**config.mk**
```make
export PLATFORM = sky130hd
export DESIGN_NAME = freq_counter
export DESIGN_NICKNAME = d
export VERILOG_FILES = /design/src/rtl/freq_counter.sv
export SDC_FILE = /design/constraint.sdc
export NUM_CORES = 1
export LEC_CHECK = 0
export BUFFER_PORTS_ARGS = -buffer_cell sky130_fd_sc_hd__clkbuf_2
export CORE_ASPECT_RATIO = 0.9
export CORE_MARGIN = 5
export CORE_UTILIZATION = 55
export DETAILED_ROUTE_END_ITERATION = 8
export HOLD_SLACK_MARGIN = 0.02
export PLACE_DENSITY = 0.75
export SLEW_MARGIN = 10
export SYNTH_ARGS = -nofsm -noshare
export SYNTH_HDL_FRONTEND = slang
export SYNTH_SLANG_ARGS = --single-unit
```
**constraint.sdc**
```tcl
create_clock -name clk_in -period 8.85 [get_ports clk_in]
set_input_delay 0.885 -clock clk_in [delete_from_list [all_inputs] [get_ports clk_in]]
set_output_delay 0.885 -clock clk_in [all_outputs]
set_load 0.02 [all_outputs]
```
**src/rtl/freq_counter.sv**
```systemverilog
// Gated frequency counter: counts synchronized rising edges of sig_in over a
// programmable number of clk_in cycles, single-shot or back-to-back.
module freq_counter #(
  parameter int CNT_W  = 32,
  parameter int GATE_W = 32
) (
  input  logic              clk_in,
  input  logic              rst_in,
  input  logic              sig_in,
  input  logic              start_in,
  input  logic              continuous_in,
  input  logic [GATE_W-1:0] gate_len_in,
  output logic [CNT_W-1:0]  count_out,
  output logic              valid_out,
  output logic              busy_out,
  output logic              ovf_out
);

  typedef enum logic [1:0] {
    IDLE = 2'd0,
    GATE = 2'd1,
    DONE = 2'd2
  } state_t;

  state_t             state_q, state_d;
  logic               sync1_q, sync1_d;
  logic               sync2_q, sync2_d;
  logic               sync3_q, sync3_d;
  logic [GATE_W-1:0]  timer_q, timer_d;
  logic [CNT_W-1:0]   edges_q, edges_d;
  logic               flag_q, flag_d;
  logic [CNT_W-1:0]   count_q, count_d;
  logic               valid_q, valid_d;
  logic               busy_q, busy_d;
  logic               ovf_q, ovf_d;
  logic               edge_det;

  // A programmed length of zero still opens a one-cycle gate.
  function automatic logic [GATE_W-1:0] load_len(input logic [GATE_W-1:0] n);
    return (n == '0) ? GATE_W'(1) : n;
  endfunction

  assign edge_det = sync2_q & ~sync3_q;

  always_comb begin
    sync1_d = sig_in;
    sync2_d = sync1_q;
    sync3_d = sync2_q;
    state_d = state_q;
    timer_d = timer_q;
    edges_d = edges_q;
    flag_d  = flag_q;
    count_d = count_q;
    valid_d = 1'b0;
    busy_d  = busy_q;
    ovf_d   = ovf_q;
    case (state_q)
      IDLE: begin
        if (start_in) begin
          state_d = GATE;
          timer_d = load_len(gate_len_in);
          edges_d = '0;
          flag_d  = 1'b0;
          busy_d  = 1'b1;
        end
      end
      GATE: begin
        // Saturate rather than wrap; a lost increment is remembered as overflow.
        if (edge_det) begin
          if (edges_q == '1) flag_d = 1'b1;
          else               edges_d = edges_q + CNT_W'(1);
        end
        timer_d = timer_q - GATE_W'(1);
        if (timer_q <= GATE_W'(1)) begin
          state_d = DONE;
          busy_d  = 1'b0;
        end
      end
      DONE: begin
        count_d = edges_q;
        ovf_d   = flag_q;
        valid_d = 1'b1;
        if (continuous_in) begin
          state_d = GATE;
          timer_d = load_len(gate_len_in);
          edges_d = '0;
          flag_d  = 1'b0;
          busy_d  = 1'b1;
        end else begin
          state_d = IDLE;
        end
      end
      default: begin
        state_d = IDLE;
        busy_d  = 1'b0;
      end
    endcase
  end

  always_ff @(posedge clk_in or posedge rst_in) begin
    if (rst_in) begin
      state_q <= IDLE;
      sync1_q <= 1'b0;
      sync2_q <= 1'b0;
      sync3_q <= 1'b0;
      timer_q <= '0;
      edges_q <= '0;
      flag_q  <= 1'b0;
      count_q <= '0;
      valid_q <= 1'b0;
      busy_q  <= 1'b0;
      ovf_q   <= 1'b0;
    end else begin
      state_q <= state_d;
      sync1_q <= sync1_d;
      sync2_q <= sync2_d;
      sync3_q <= sync3_d;
      timer_q <= timer_d;
      edges_q <= edges_d;
      flag_q  <= flag_d;
      count_q <= count_d;
      valid_q <= valid_d;
      busy_q  <= busy_d;
      ovf_q   <= ovf_d;
    end
  end

  assign count_out = count_q;
  assign valid_out = valid_q;
  assign busy_out  = busy_q;
  assign ovf_out   = ovf_q;

endmodule

```
==> flow_summary_export.csv, run 1 <==
group,metric,value,unit
grt,antenna_found_initial,0,
synthesis,synth_area_per_cell,9.96,um^2
clock_tree,cts_resized,0,
route,routed_wirelength,13100,um
finish,stdcell_area,6070,um^2
placement,routabilityCongestion,0.877,
sta,fmax,0.389,GHz
clock_tree,worstSkewPairLatency,0.37,ns
synthesis,yosysWarnings,0,
power,p_int,0.000751,W
die,coreArea,9610,um^2
worst_hold_path,min_path_type,"flop to flop",
power,sequentialPowerShare,55.3,%
finish,drive_gt1_share,22.6,%
synthesis,yosysUniqueCellTypes,61,
synthesis,synth_seq_cells,105,
sta,drv_slew,0,
power,combPwrFrac,15.2,%
synthesis,yosysTopAreaCellShare,48.7,%
clock_tree,clockBufferDepth,2,
grt,grt_start_max_net_pins,62,
die,io_pins,72,
power,power_density,178,nW/um^2
sta,post-route-period-util,29.1,%
route,wl_per_cell,17.9,um
clock_tree,path_clk_slew,0.10,ns
clock_tree,cts_tree,"yes",
die,num_rows,34,
synthesis,dominantRegCellSynth,"dfrtp_1",
worst_hold_path,min_from,"sync1_q$_DFF_PP0_",
placement,dp.cells,715,
clock_tree,clock_sinks,105,
grt,grt_pass1_vias,4523,
finish,synthToLayoutAreaGrowth,12.4,%
sta,finClkSkew,0.0143,ns
grt,grt_pass1_wl,22200,um
synthesis,synthArstFlopShare,100,%
sta,hold_viol,0,
synthesis,synth-edff-count,0,
worst_setup_path,end_kind,"flop",
route,drt_iter0_drc,491,
synthesis,synth_nets,582,
sta,finalCriticalPeriod,2.57,ns
die,die_area,11900,um^2
worst_setup_path,r2r-start,"timer_q[2]$_DFFE_PP0P_",
placement,io_buffers,71,
worst_setup_path,cp-start-kind,"flop",
die,die_h,104,um
finish,fin_nets,640,
worst_setup_path,worstPathArrival,2.82,ns
grt,grt_usage,22.6,%
power,p_sw,0.000331,W
worst_setup_path,worstSetupPathType,"flop to flop",
sta,relSlewSlack,33.2,%
grt,overflow,0,
clock_tree,cts_buffers,9,
die,die_w,114,um
power,peakVddDrop,0.000129,V
clock_tree,htreeDepth,3,
worst_setup_path,cp_max_fo,7,
finish,antennaDiodeCount,0,
clock_tree,ctsHoldBuffers,0,
worst_setup_path,crit_start,"timer_q[2]$_DFFE_PP0P_",
synthesis,syn_inst,542,
synthesis,synth_area_leaders,"dfrtp_1 49%, mux2_2 6.3%, nor2_1 4.5%",
route,via_per_inst,6.32,
clock_tree,clockRootBuffer,"clkbuf_8",
sta,setup_violations,0,
synthesis,yosys.area.top_type,"dfrtp_1",
route,detail-route-antenna-nets,0,
synthesis,yosysSeqAreaShare,48.7,%
power,leakage,2.69,nW
route,drtPass1Iterations,5,
finish,finalNonFillerCells,731,
sta,worst_slew_pin_slew,1.00,ns
placement,dp_hpwl,9080,um
worst_setup_path,required,9.10,ns
clock_tree,cts_setup_buffers,0,
die,start_util,56.1,%
run,maxCapViolCount,0,
sta,setup_tns,0,ns
placement,placed_area,5850,um^2
sta,rsz0062_at_grt,"false",
route,drc,0,
power,clkPwrFrac,29.5,%
power,power_switching_share,30.6,%
synthesis,synthesis.area,5400,um^2
route,dr_total_vias,4618,
status,status,"finished, final reports clean",
==> logic make-up after synthesis <==
group | synth area share, %
mux | 7.28
flops | 48.7
fa+ha+maj | 0.695
simple gates | 21.3
compound gates | 15.3
buf+inv | 2.64
xor+xnor | 4.06
==> sequential cells by signal, summed over array words and instances, names as in the netlist <==
register / cells
timer_q: 32
valid_out: 1
busy_out: 1
sync2_q: 1
sync1_q: 1
state_q: 2
ovf_out: 1
edges_q: 32
count_out: 32
sync3_q: 1
flag_q: 1
==> worst max-delay path, cell delays in order, from the launching register on <==
cell and delay [ns]:
dfrtp_1 0.46, nor4_2 0.62, nand4_1 0.26, or3_1 0.45, o311ai_1 0.29, o21ai_1 0.11
a221o_1 0.27
==> final timing paths <==
kind	slack, ns	depth (start not counted)	endpoint
max	6.28	6	timer_q[24]$_DFFE_PP0P_
min	0.36	0	sync2_q$_DFF_PP0_
max reg2reg	6.28	6	timer_q[24]$_DFFE_PP0P_
min reg2reg	0.36	0	sync2_q$_DFF_PP0_
max in group asynchronous	7.10	3	timer_q[17]$_DFFE_PP0P_
min in group asynchronous	0.55	2	sync2_q$_DFF_PP0_
==> final cells by class <==
cell class | count | area (um^2)
clock buffer | 12 | 165
clock inverter | 4 | 48.8
fill | 816 | 3550
inverter | 8 | 32.5
multi-input combinational | 399 | 2640
sequential | 105 | 2630
tap | 126 | 158
timing repair buffer | 77 | 400
==> cell usage after synthesis (2+ instances only) <==
library cell / n
a211oi_1: 2
o21a_1: 2
o41ai_1: 2
nor4_1: 21
nor3b_1: 3
nand2_1: 39
a31oi_1: 2
mux2_2: 30
o21ai_0: 16
o22ai_1: 6
nor2_1: 64
nand2b_1: 3
nor3_1: 11
o22a_1: 2
nand3_1: 17
clkbuf_1: 29
inv_1: 8
ha_1: 3
or4_1: 7
a221o_1: 5
o311ai_1: 6
xor2_1: 13
xnor2_1: 12
a32oi_1: 2
nand3b_1: 3
and4_1: 4
a21oi_1: 30
a22oi_1: 7
o2111ai_1: 2
a2111oi_4: 2
dfrtp_1: 105
o21ai_1: 17
nand4_1: 19
nor4_4: 2
or3_1: 7
and3_1: 4
o211ai_1: 5
and2_1: 4
mux2_1: 4
==> power by group through the flow <==
stage / Clock [W] / Combinational [W] / Sequential [W]
floorplan: 0 / 0.000125 / 0.000584
global placement: 0 / 0.000155 / 0.000601
detailed placement: 0 / 0.000162 / 0.000603
CTS: 0.000327 / 0.000163 / 0.000595
global route: 0.000347 / 0.000183 / 0.000606
finish: 0.000319 / 0.000165 / 0.000598
==> routing by layer <==
metal  global-route usage [%]  routed length, um
met1                     33.3               6220
met2                     32.9               5900
met3                     5.35                788
met4                     7.21                211
met5                        0                  0
==> through the flow <==
stage	power [W]	hold slack, ns	util [%]	worst slack [ns]
final	0.00108	0.361	63.1	6.28
after global routing	0.00114	0.371	63.1	6.00
after CTS	0.00108	0.365	63.1	6.32
after detailed placement	0.000766	0.345	60.9	6.04
after global placement	0.000756	0.340	60.9	6.11
after floorplan	0.000709	0.331	-	5.20
==> cell usage in the layout (no fill, tap or decap), types with 12 or more instances in the layout <==
master	n
nand3_1	17
xnor2_1	12
clkbuf_2	71
clkbuf_8	12
xor2_1	13
mux2_2	30
nand2_1	39
o21ai_0	16
nand4_1	19
nor2_1	62
o21ai_1	17
nor4_1	21
dfrtp_1	105
a21oi_1	30
Power figures use the tool's default switching activity.
==> run 2, diff against run 1 <==
Clock period 8.85 ns to 2.4 ns, I/O delays scaled along.
==> run 2 against run 1 <==
Against the previous run:
- maximum frequency rose by 13%
- cell count rose by 3.6%
- die area did not move
- register-to-register slack got worse by 6.2 ns
- final area rose by 4.8%
- sequential share of layout area fell by 2.0 points
- worst setup slack got worse by 6.2 ns
- critical path type unchanged
- largest power group unchanged
- highest routed layer unchanged
==> flow_summary_export.csv, run 2 (same netlist as run 1, synthesis figures left out) <==
group,metric,value,unit
grt,overflow,0,
route,drt_iter0_drc,454,
finish,mostFrequentLayoutCells,"104 x dfrtp_1, 71 x clkbuf_2, 62 x nor2_1",
sta,finalCriticalPeriod,2.28,ns
route,via_per_inst,6.26,
grt,grt_pass1_vias,4569,
run,maxCapViolCount,0,
worst_setup_path,required,2.64,ns
sta,setup_tns,0,ns
worst_setup_path,cp_max_fo,7,
route,drc,0,
finish,utilization,66.1,%
finish,final_common_cell,"dfrtp_1",
sta,hold_viol,0,
grt,grt_pass1_wl,22800,um
worst_hold_path,min_to,"timer_q[8]$_DFFE_PP0P_",
clock_tree,htreeDepth,3,
die,io_pins,72,
worst_hold_path,min_path_type,"primary input to flop",
die,coreArea,9610,um^2
worst_setup_path,regToRegSetupSlack,0.12,ns
route,dr_total_vias,4741,
power,power_density,684,nW/um^2
sta,finClkSkew,0.0133,ns
clock_tree,cts_tree,"yes",
worst_setup_path,reg2reg_depth,6,
die,num_rows,34,
power,peakVddDrop,0.000435,V
worst_setup_path,end_kind,"flop",
die,start_util,56.1,%
sta,drv_slew,0,
clock_tree,clock_sinks,105,
grt,antenna_found_initial,0,
placement,io_buffers,71,
die,die_h,104,um
worst_hold_path,min_from,"gate_len_in[8]",
placement,routabilityCongestion,0.899,
sta,whs,0.121,ns
status,status,"finished, final reports clean",
finish,finalNonFillerCells,757,
finish,fin_nets,667,
finish,antennaDiodeCount,0,
die,die_w,114,um
grt,grt_usage,23.5,%
clock_tree,worstSkewPairLatency,0.37,ns
power,leakage,2.84,nW
worst_setup_path,cp-start-kind,"flop",
worst_setup_path,worstSetupPathType,"flop to flop",
sta,setup_violations,0,
route,routed_wirelength,13700,um
sta,fmax,0.439,GHz
sta,worst_slew_pin_slew,0.735,ns
route,wl_per_cell,18.1,um
finish,synthToLayoutAreaGrowth,17.8,%
clock_tree,cts_buffers,9,
clock_tree,path_clk_slew,0.10,ns
sta,post-route-period-util,94.8,%
placement,dp.cells,740,
die,die_area,11900,um^2
worst_setup_path,r2r-start,"edges_q[10]$_DFFE_PP0P_",
finish,fillers,788,
finish,drive_gt1_share,26.3,%
route,detail-route-antenna-nets,0,
placement,dp_hpwl,9910,um
worst_setup_path,worstReg2RegEnd,"edges_q[31]$_DFFE_PP0P_",
route,drtPass1Iterations,5,
worst_setup_path,worstPathArrival,2.51,ns
clock_tree,clockRootBuffer,"clkbuf_8",
worst_hold_path,holdPathStages,2,
clock_tree,clockBufferDepth,2,
grt,grt_start_max_net_pins,43,
sta,relSlewSlack,50.8,%
sta,rsz0062_at_grt,"false",
[run 2: how the worst max path moves through the flow]
| stage | start | to | slack, ns | cells past startpoint |
|---|---|---|---|---|
| CTS | edges_q[1]$_DFFE_PP0P_ | edges_q[13]$_DFFE_PP0P_ | 0.10 | 7 |
| global route | edges_q[1]$_DFFE_PP0P_ | edges_q[13]$_DFFE_PP0P_ | 0.009 | 7 |
| detailed placement | edges_q[1]$_DFFE_PP0P_ | edges_q[13]$_DFFE_PP0P_ | 0.13 | 7 |
| global placement | edges_q[5]$_DFFE_PP0P_ | edges_q[31]$_DFFE_PP0P_ | 0.21 | 6 |
| floorplan | timer_q[20]$_DFFE_PP0P_ | busy_out$_DFFE_PP0P_ | 0.19 | 7 |
| finish | edges_q[10]$_DFFE_PP0P_ | edges_q[31]$_DFFE_PP0P_ | 0.12 | 6 |
[run 2: layout make-up]
type	count	area, um^2	share of cell area (%)
clock inverters	5	128	2.01
well taps	126	158	2.48
multi-input cells	399	2650	41.7
inverters	8	33.8	0.531
clock buffers	10	138	2.16
repair buffers	104	621	9.76
flip-flops and latches	105	2630	41.3
[run 2: critical path, stage by stage, from the launching register on]
cell,delay [ns]
dfrtp_1,0.46
and4_1,0.27
nand3_1,0.13
or4_4,0.60
a2111oi_4,0.43
a31o_1,0.20
a21oi_1,0.06
[run 2: power breakdown]
group	leakage (nW)	total, W	internal (W)	switching [W]
clock	0.129	0.00141	0.000821	0.000593
sequential	1.38	0.00218	0.00195	0.000237
combinational	1.33	0.000752	0.000347	0.000405
[run 2: what timing repair did]
item | CTS | global route
hold buffers | 2 | 0
setup buffers | 0 | 0
endpoints found under the setup margin | 0 | 13
resized for setup | 0 | 5
hold endpoints to repair | 28 | 0
[run 2: stage by stage]
stage / instance area, um^2 / power (W) / worst slack [ns]
CTS: 6340 / 0.00434 / 0.103
global route: 6360 / 0.00456 / 0.00863
floorplan: 5400 / 0.00261 / 0.190
global placement: 6050 / 0.00289 / 0.207
finish: 6360 / 0.00435 / 0.124
detailed placement: 6050 / 0.00293 / 0.128
[run 2: metal layers]
| metal | share of wire, % | track usage (%) | vias to the layer above |
|---|---|---|---|
| met5 | 0 | 0 | - |
| met4 | 1.8 | 6.45 | 0 |
| met1 | 46 | 34.6 | 2319 |
| li1 | - | - | 2196 |
| met2 | 46 | 35.0 | 197 |
| met3 | 6.8 | 5.12 | 29 |
==> run 3, diff against run 2 <==
Settings changed: ABC_AREA set to 1, PLACE_DENSITY 0.75 to 0.74, SLEW_MARGIN 10 to 20.
==> run 3 against run 2 <==
Against the previous run:
- sequential share of layout area shrank 5.2 points
- final area grew 14%
- register-to-register slack gained 0.18 ns
- critical path depth grew 4
- via count grew 32%
- clock-buffer cell count grew 1
- worst setup slack gained 0.18 ns
- power shrank 5.9%
- clock skew shrank 0.0080 ns
- global-route usage grew 0.72 points
- sequential power shrank 8%
==> flow_summary_export.csv, run 3 <==
group,metric,value,unit
clock_tree,clock_sinks,105,
placement,dp_hpwl,12100,um
synthesis,synthArstFlopShare,100,%
route,via_per_inst,5.07,
sta,rsz0062_at_grt,"false",
sta,setup_violations,0,
run,maxCapViolCount,0,
power,peakVddDrop,0.000606,V
worst_setup_path,worstPathArrival,2.40,ns
die,io_pins,72,
sta,whs,0.0533,ns
grt,grt_pass1_wl,26800,um
synthesis,synth_area_per_cell,6.40,um^2
synthesis,dominantRegCellSynth,"dfrtp_1",
route,drc,0,
clock_tree,cts_tree,"yes",
placement,placed_area,6950,um^2
route,drt_iter0_drc,529,
synthesis,synth_seq_cells,105,
placement,routabilityCongestion,0.958,
route,drtPass1Iterations,5,
clock_tree,worstSkewPairLatency,0.36,ns
grt,antenna_found_initial,0,
clock_tree,cts_buffers,9,
finish,seqCellArea,2630,um^2
die,coreArea,11400,um^2
status,status,"finished, final reports clean",
synthesis,synth_area_leaders,"dfrtp_1 41%, nand2_1 23%, nor2_1 10%",
finish,multi_input_area,3260,um^2
worst_setup_path,worstSetupPathType,"flop to flop",
grt,overflow,0,
route,routed_wirelength,16300,um
route,detail-route-antenna-nets,0,
sta,finalCriticalPeriod,2.10,ns
synthesis,yosysUniqueCellTypes,32,
sta,post-route-period-util,87.5,%
clock_tree,cts_resized,0,
clock_tree,clockBufferDepth,2,
worst_setup_path,cp_max_fo,31,
sta,worst_slew_pin_slew,0.746,ns
finish,fin_nets,1112,
clock_tree,ctsHoldBuffers,1,
route,dr_total_vias,6250,
route,wl_per_cell,13.2,um
synthesis,yosysWarnings,0,
synthesis,yosys.area.top_type,"dfrtp_1",
die,die_w,124,um
die,num_rows,37,
clock_tree,cts_setup_buffers,0,
clock_tree,clockRootBuffer,"clkbuf_16",
synthesis,synthesis.area,6420,um^2
grt,grt_start_max_net_pins,57,
die,die_area,13900,um^2
synthesis,post-synth-top-count-cell,"nand2_1",
synthesis,yosysTopAreaCellShare,40.9,%
placement,io_buffers,71,
synthesis,syn_inst,1004,
sta,relSlewSlack,50.2,%
worst_setup_path,end_kind,"flop",
sta,drv_slew,0,
sta,setup_tns,0,ns
die,start_util,56.2,%
finish,fillers,1124,
grt,grt_usage,24.2,%
synthesis,synth-edff-count,0,
power,power_density,563,nW/um^2
sta,finClkSkew,0.00528,ns
synthesis,synth_nets,1044,
sta,fmax,0.476,GHz
finish,mostFrequentLayoutCells,"399 x nand2_1, 177 x nor2_1, 105 x dfrtp_1",
sta,hold_viol,0,
finish,stdcell_area,7270,um^2
clock_tree,htreeDepth,3,
finish,synthToLayoutAreaGrowth,13.3,%
worst_setup_path,required,2.70,ns
finish,final_common_cell,"nand2_1",
worst_setup_path,cp-start-kind,"flop",
synthesis,synth_common_cells,"400 x nand2_1, 177 x nor2_1, 105 x dfrtp_1",
power,leakage,3.76,nW
synthesis,yosysSeqAreaShare,40.9,%
finish,antennaDiodeCount,0,
grt,grt_pass1_vias,5312,
worst_hold_path,min_path_type,"primary input to async pin",
clock_tree,path_clk_slew,0.07,ns
finish,drive_gt1_share,10.7,%
die,die_h,113,um
==> run 3: cell count changes after synthesis, sizes merged, moves of 24 or more <==
cell and delta:
nand2 +362, nor2 +118, inv +97, mux2 -34
nand3 +34, o21ai +24
==> run 3: area by class of cell <==
class,count,share of cell area [%]
clock inverter,4,1.05
tap,156,2.68
timing repair buffer,87,6.57
clock buffer,11,3.34
multi-input combinational,764,44.8
inverter,105,5.47
sequential,105,36.1
==> run 3: worst paths after layout <==
| path | start | endpoint | slack (ns) | cells past startpoint |
|---|---|---|---|---|
| min in group clk_in | gate_len_in[2] | timer_q[2]$_DFFE_PP0P_ | 0.12 | 3 |
| min reg2reg | sync1_q$_DFF_PP0_ | sync2_q$_DFF_PP0_ | 0.35 | 0 |
| max reg2reg | edges_q[0]$_DFFE_PP0P_ | edges_q[25]$_DFFE_PP0P_ | 0.30 | 10 |
| max | edges_q[0]$_DFFE_PP0P_ | edges_q[25]$_DFFE_PP0P_ | 0.30 | 10 |
| max in group asynchronous | rst_in | edges_q[19]$_DFFE_PP0P_ | 1.79 | 3 |
| min | rst_in | timer_q[27]$_DFFE_PP0P_ | 0.05 | 3 |
==> run 3: critical path: stages, from the launching register on <==
cell     delay [ns]
dfrtp_1        0.47
ha_1           0.31
nand2_2        0.10
nor2_4         0.17
nand3_2        0.11
nor2_2         0.10
nand3_2        0.13
a21oi_4        0.14
buf_4          0.32
nand2_1        0.10
nand2_1        0.07
==> run 3: cell families after synthesis <==
logic type / count (synthesis) / synth area share, %
fa+ha+maj: 3 / 0.585
buf+inv: 135 / 8.40
flops: 105 / 40.9
xor+xnor: 13 / 1.77
compound gates: 98 / 8.16
simple gates: 650 / 40.2
==> run 3: per-stage QoR <==
| step | setup WS (ns) | total power [W] | instances | util, % |
|---|---|---|---|---|
| finish | 0.300 | 0.00409 | 1232 | 63.6 |
| global route | 0.0927 | 0.00430 | 1232 | 63.6 |
| CTS | 0.310 | 0.00412 | 1232 | 63.6 |
| detailed placement | 0.341 | 0.00251 | 1216 | 60.7 |
| global placement | 0.424 | 0.00251 | 1216 | 60.7 |
| floorplan | 0.665 | 0.00236 | 1004 | - |
==> run 3: power by group <==
group / internal, W / leakage (nW) / switching, W / total [W]
Clock: 0.000941 / 0.152 / 0.000665 / 0.00161
Sequential: 0.00187 / 1.40 / 0.000129 / 0.00200
Combinational: 0.000188 / 2.21 / 0.000304 / 0.000492
Total: 0.00300 / 3.76 / 0.00110 / 0.00409
==> run 3: per-layer routing <==
layer	part of all wire [%]	vias up	global-route usage, %
met5	0	-	0
met4	1.0	0	4.82
met3	9.4	17	6.90
met2	37	230	30.9
met1	52	2767	40.1
li1	-	3236	-
